## config.mk

```make
export PLATFORM = sky130hd
export DESIGN_NAME = wb_regfile
export DESIGN_NICKNAME = d
export VERILOG_FILES = /design/src/rtl/wb_regfile.sv
export SDC_FILE = /design/constraint.sdc
export NUM_CORES = 2
export LEC_CHECK = 0
export CORE_UTILIZATION = 40
export CTS_BUF_LIST = sky130_fd_sc_hd__clkbuf_4
export DETAILED_ROUTE_END_ITERATION = 10
export PLACE_DENSITY_LB_ADDON = 0.15
export SYNTH_ARGS = -nofsm -noshare
export SYNTH_HDL_FRONTEND = slang
export SYNTH_SLANG_ARGS = --single-unit
```

## constraint.sdc

```tcl
create_clock -name clk -period 3.3 [get_ports clk]
set_input_delay 0.66 -clock clk [delete_from_list [all_inputs] [get_ports clk]]
set_output_delay 0.66 -clock clk [all_outputs]
set_load 0.05 [all_outputs]
```

## src/rtl/wb_regfile.sv

```systemverilog
// Writeback-side register file with a busy-bit scoreboard for decode hazard stalls.
// BYPASS selects write-first forwarding of same-cycle writeback data to reads and stall logic.
module wb_regfile #(
    parameter bit BYPASS = 1'b1
) (
    input  logic        clk,
    input  logic        rst,
    input  logic        RegWriteW,
    input  logic [4:0]  RdW,
    input  logic [31:0] ResultW,
    input  logic [4:0]  A1,
    input  logic [4:0]  A2,
    output logic [31:0] RD1,
    output logic [31:0] RD2,
    input  logic        IssueD,
    input  logic [4:0]  RdD,
    output logic        StallD
);

    logic [31:0] regs_q [1:31];
    logic [31:0] regs_d [1:31];
    logic [31:0] busy_q;
    logic [31:0] busy_d;
    logic        wr_en;
    logic        issue_ok;

    // A writeback that is visible this cycle; always false without forwarding.
    function automatic logic hit_w(input logic we, input logic [4:0] rd, input logic [4:0] idx);
        return BYPASS && we && (rd == idx) && (idx != 5'd0);
    endfunction

    assign wr_en    = RegWriteW && (RdW != 5'd0);
    assign issue_ok = IssueD && !StallD && (RdD != 5'd0);

    always_comb begin
        StallD = (busy_q[A1] && !hit_w(RegWriteW, RdW, A1))
               || (busy_q[A2] && !hit_w(RegWriteW, RdW, A2))
               || (IssueD && busy_q[RdD] && !hit_w(RegWriteW, RdW, RdD));
    end

    // NOTE: every always_comb output gets a default first so no latch is inferred.
    always_comb begin
        RD1 = '0;
        RD2 = '0;
        if (A1 != 5'd0) RD1 = hit_w(RegWriteW, RdW, A1) ? ResultW : regs_q[A1];
        if (A2 != 5'd0) RD2 = hit_w(RegWriteW, RdW, A2) ? ResultW : regs_q[A2];
    end

    always_comb begin
        regs_d = regs_q;
        if (wr_en) regs_d[RdW] = ResultW;
    end

    // The set is applied after the clear so a new producer wins over a retiring one.
    always_comb begin
        busy_d = busy_q;
        if (wr_en)    busy_d[RdW] = 1'b0;
        if (issue_ok) busy_d[RdD] = 1'b1;
        busy_d[0] = 1'b0;
    end

    // NOTE: the register array is reset too, because reads after reset must return zero;
    // sequential state uses non-blocking assignments only.
    always_ff @(posedge clk) begin
        if (rst) begin
            for (int i = 1; i < 32; i++) regs_q[i] <= '0;
            busy_q <= '0;
        end else begin
            regs_q <= regs_d;
            busy_q <= busy_d;
        end
    end

endmodule

```

==> results.md <==
- For this run, the number of standard cells in the final layout without fillers is 8,101.
- The largest incremental delay on the critical path is 0.53 ns.
- Walking the worst path, the cells encountered are mux4_2, mux4_2, mux2i_2, a21oi_1, buf_4, buf_12.
- The class of the tightest hold or removal check is in -> reg.
- In the routed layout, each cell is associated on average with a via count of 6.07.
- The clock drives 1,023 sinks.
- Synthesis handed over a netlist of 5,894 instances.
- The number of endpoints failing setup at the final stage is 65.
- The post-synthesis net count is 5,950.
- By area the synthesized netlist is led by sky130_fd_sc_hd__dfxtp_1 (38%), sky130_fd_sc_hd__mux4_2 (23%), sky130_fd_sc_hd__nand2_1 (14%).
- The cell occurring most often along the worst timing path is sky130_fd_sc_hd__mux4_2.
- For this run, design rule violations remaining after detail routing come to 0.
- The arrival time of the worst setup path is 3.23 ns.
- The cell area that synthesis handed to floorplanning was about 0.053 mm².
- TritonCTS built the clock tree.
- The power density normalized to cell area is 426 mW/mm².
- The total wire length is between 200,000 and 250,000 µm.
- The share of flip-flops with an asynchronous set or reset after synthesis is 0%.
- Summed over its instances, the top area cell type makes up 38.5% of the synthesized netlist area.
- The portion of total power attributed to combinational logic is 10.8%.
- The number of clock buffers inserted by TritonCTS is 308.
- The via count of the first global-routing pass was between 40,000 and 50,000.
- In this run the count of I/O pins placed on the die edge is 121.
- Summing the sequential cell areas from Yosys gives 38.5% of the chip area.
- The internal power consumption is between 15 and 20 mW.
- Sequential cells account for a little under half of the total power.
- Global routing finished with a remaining overflow of 0.
- The final reports fail on negative setup slack.
- The final max-slew violation count is 0.
- The cell taking the most area after synthesis is sky130_fd_sc_hd__dfxtp_1.
- The worst path required time is 2.64 ns.
- The number of antenna violations at the first check in global routing is 10.
- The critical path launch point type is a flip-flop.
- The number of vias in the routed layout is roughly 49,000.
- Yosys mapped a number of flops with a built-in enable equal to 0.
- The number of synthesized register bits is 1,023.
- The area growth from synthesis to layout is 21.2%.
- In the final routed layout, each cell accounts on average for 28.3 µm.
- The proportion of layout cells with a drive suffix above 1 is 30.9%.
- The net switching fraction of the power is about 28%.
- The most frequent cell after synthesis is sky130_fd_sc_hd__nand2_1.
- The die covers 0.135 mm².
- The worst setup path is of the reg -> out kind.
- The root buffer cell chosen for the clock tree is sky130_fd_sc_hd__clkbuf_4.
- STA classifies the critical path endpoint as a primary output.
- The number of DRC markers in iteration 0 is between 5,000 and 6,000.
- The sum of net half-perimeters after detailed placement is approximately 140,000 µm.
- The number of hold-slack violations in the final timing report is 0.
- The longest clock path from root to sink contains 4 buffers.
- The netlist uses 48 different library cells.
- Setup repair after global routing could not meet its margin everywhere.
- After layout, the minimum clock period comes to 3.89 ns.
- Port buffering added 120 buffers.
- The clock latency of the later-clocked register in the worst-skew pair is 1.30 ns.
- The timing-limited maximum frequency is 0.257 GHz.
- The largest individual stage delay along the critical path comes from the cell sky130_fd_sc_hd__mux4_2.
- The slew of the pin with the lowest slew margin is around 0.86 ns.
- The core region is 0.132 mm².
- The routability congestion estimate from global placement is 0.887.
- The clock network burns 43.7% of the power.
- Global routing used approximately a third of the available tracks.
- For this run, the leading register cell type out of synthesis is sky130_fd_sc_hd__dfxtp_1.
- The maximum resistive drop on vdd is 0.400 mV.
- The per-instance average area after synthesis is between 9 and 10 µm².
- The floorplan die height is 367 µm.
- The clock transition at the register clock pins on the worst setup and hold paths after CTS is 0.07 ns.
- The count of nets left with antenna violations once routing finished came out at 0.
- The filler cell count is 12,405.
- Ranked by instance count, the synthesized netlist is headed by sky130_fd_sc_hd__nand2_1 (2,046), sky130_fd_sc_hd__a21oi_1 (1,053), sky130_fd_sc_hd__dfxtp_1 (1,023).
- Across the run, the number of max-cap violations was 0.
- The initialized floorplan defines approximately 130 standard-cell rows.
- The worst max-slew margin expressed relative to the limit is around 42%.
- The starting utilization of the core area is 40.4%.
- The net count reported at finish is around 6,200.
- The tightest hold path in the finished design has a slack of 0.189 ns.
- Across all setup checks in the final design, the least slack found is -0.589 ns.
- The flow ran to the end, but the final reports show violations.
- The total number of yosys warnings is 0.
- The count of TritonRoute iterations in the first routing pass is 5.
- Entering global routing, the biggest net connects 170 pins.
- Registers take 0.0206 mm².
- The total number of H-tree levels is 5.
- In this run the worst path has a maximum fanout of 3.
- The count of placed standard cells including taps is about 7,600.
- In this run the power spent charging and discharging nets is 7.65 mW.
- The area taken by multi-input logic gates is around 0.031 mm².
- The setup clock skew after layout is between 0.03 and 0.04 ns.
- The die boundary width is 367 µm.
- The global-route wire length before repair is ~330,000 µm.
- The setup TNS is -27.63 ns.
- The static power due to leakage is 21.6 nW.
- Dividing the final minimum period by the clock period gives 118%.
final cells by class:
type                            instances  share of cell area [%]
Inverter                                3                  0.0252
Clock inverter                         53                   0.399
Antenna cell                           13                  0.0504
Tap cell                             1755                    3.40
Multi-Input combinational cell       4234                    48.4
Sequential cell                      1023                    32.0
Timing Repair Buffer                  576                    10.6
Clock buffer                          444                    5.16
what timing repair did:
action	CTS	global route
endpoints found under the setup margin	65	65
buffers inserted	3	0
pin swaps	48	24
gates resized for setup	184	124
hold buffers	1	0
endpoints found under the hold margin	90	0
placed cells by master (no fill, tap or decap), types with 8 or more instances in the layout:
master,netlist,routed
sky130_fd_sc_hd__a2111oi_2,0,9
sky130_fd_sc_hd__a2111oi_4,0,9
sky130_fd_sc_hd__a21oi_1,1053,1009
sky130_fd_sc_hd__a21oi_2,0,23
sky130_fd_sc_hd__a21oi_4,0,21
sky130_fd_sc_hd__a22o_1,57,57
sky130_fd_sc_hd__buf_12,0,179
sky130_fd_sc_hd__buf_4,46,332
sky130_fd_sc_hd__clkbuf_4,0,444
sky130_fd_sc_hd__clkdlybuf4s50_1,0,46
sky130_fd_sc_hd__clkinv_1,1,43
sky130_fd_sc_hd__dfxtp_1,1023,908
sky130_fd_sc_hd__dfxtp_2,0,114
sky130_fd_sc_hd__diode_2,0,13
sky130_fd_sc_hd__mux2_2,100,100
sky130_fd_sc_hd__mux2i_1,91,56
sky130_fd_sc_hd__mux2i_2,0,18
sky130_fd_sc_hd__mux2i_4,0,17
sky130_fd_sc_hd__mux4_2,551,551
sky130_fd_sc_hd__nand2_1,2046,2015
sky130_fd_sc_hd__nand2_2,0,31
sky130_fd_sc_hd__nand3_1,9,8
sky130_fd_sc_hd__nand3b_1,34,34
sky130_fd_sc_hd__nor2_1,116,86
sky130_fd_sc_hd__nor2_4,0,29
sky130_fd_sc_hd__nor2b_1,12,10
sky130_fd_sc_hd__nor3_2,1,10
sky130_fd_sc_hd__o21ai_1,38,25
sky130_fd_sc_hd__o21ai_2,0,10
sky130_fd_sc_hd__o22ai_1,17,17
sky130_fd_sc_hd__xor2_1,11,11
power groups by stage:
stage / sequential [mW] / combinational, mW / clock (mW)
final: 12.5 / 2.96 / 12.0
after global routing: 12.5 / 3.06 / 12.9
after CTS: 12.5 / 2.90 / 12.2
after detailed placement: 12.8 / 2.84 / 0
after global placement: 12.8 / 2.84 / 0
after floorplan: 12.8 / 1.61 / 0
worst max-delay path, delay by kind of cell, from the launching register on:
kind                   cells  cell delay (ns)
buffers and inverters      2             0.32
DFF                        1             0.33
AOI/OAI and AO/OA          1             0.10
muxes                      3             1.19
layer usage:
metal	global-route usage (%)	vias to the layer above	part of all wire, %
li1	-	21288	-
met4	17.1	4	5.2
met5	0	-	0.010
met1	43.1	24392	39
met2	53.0	2805	46
met3	7.13	682	10
logic make-up (layout without fill, tap and decap cells):
logic type             count (synthesis)  after routing  share of synthesized area, %
XOR/XNOR                              14             14                         0.230
other                                  0             13                             0
multiplexers                         742            742                          27.1
AO/OA/AOI/OAI                       1212           1212                          12.1
buffers and inverters                637           1076                          5.36
flip-flops                          1023           1023                          38.5
AND/OR/NAND/NOR                     2266           2266                          16.7
metrics by stage:
step | area [µm²] | setup WS (ns) | total power [mW] | utilization (%)
floorplan | 53300 | -0.190 | 14.4 | -
global placement | 59900 | -0.644 | 15.6 | 45.4
detailed placement | 59900 | -0.593 | 15.6 | 45.4
CTS | 64100 | -0.686 | 27.6 | 48.6
global route | 64500 | -0.669 | 28.4 | 49.0
finish | 64500 | -0.589 | 27.5 | 49.0
flip-flops by register name, summed over array words and instances, names as in the netlist:
register	cells
regs_q	992
busy_q	31
final timing paths:
path,slack (ns),end,start,cells past startpoint
worst max-delay path,-0.59,RD1[29],regs_q[829],6
worst max register to register,1.16,busy_q[7],busy_q[12],8
worst min-delay path,0.19,regs_q[918],ResultW[22],4
worst min register to register,0.46,regs_q[145],regs_q[145],2
(Power assumes the default switching activity.)
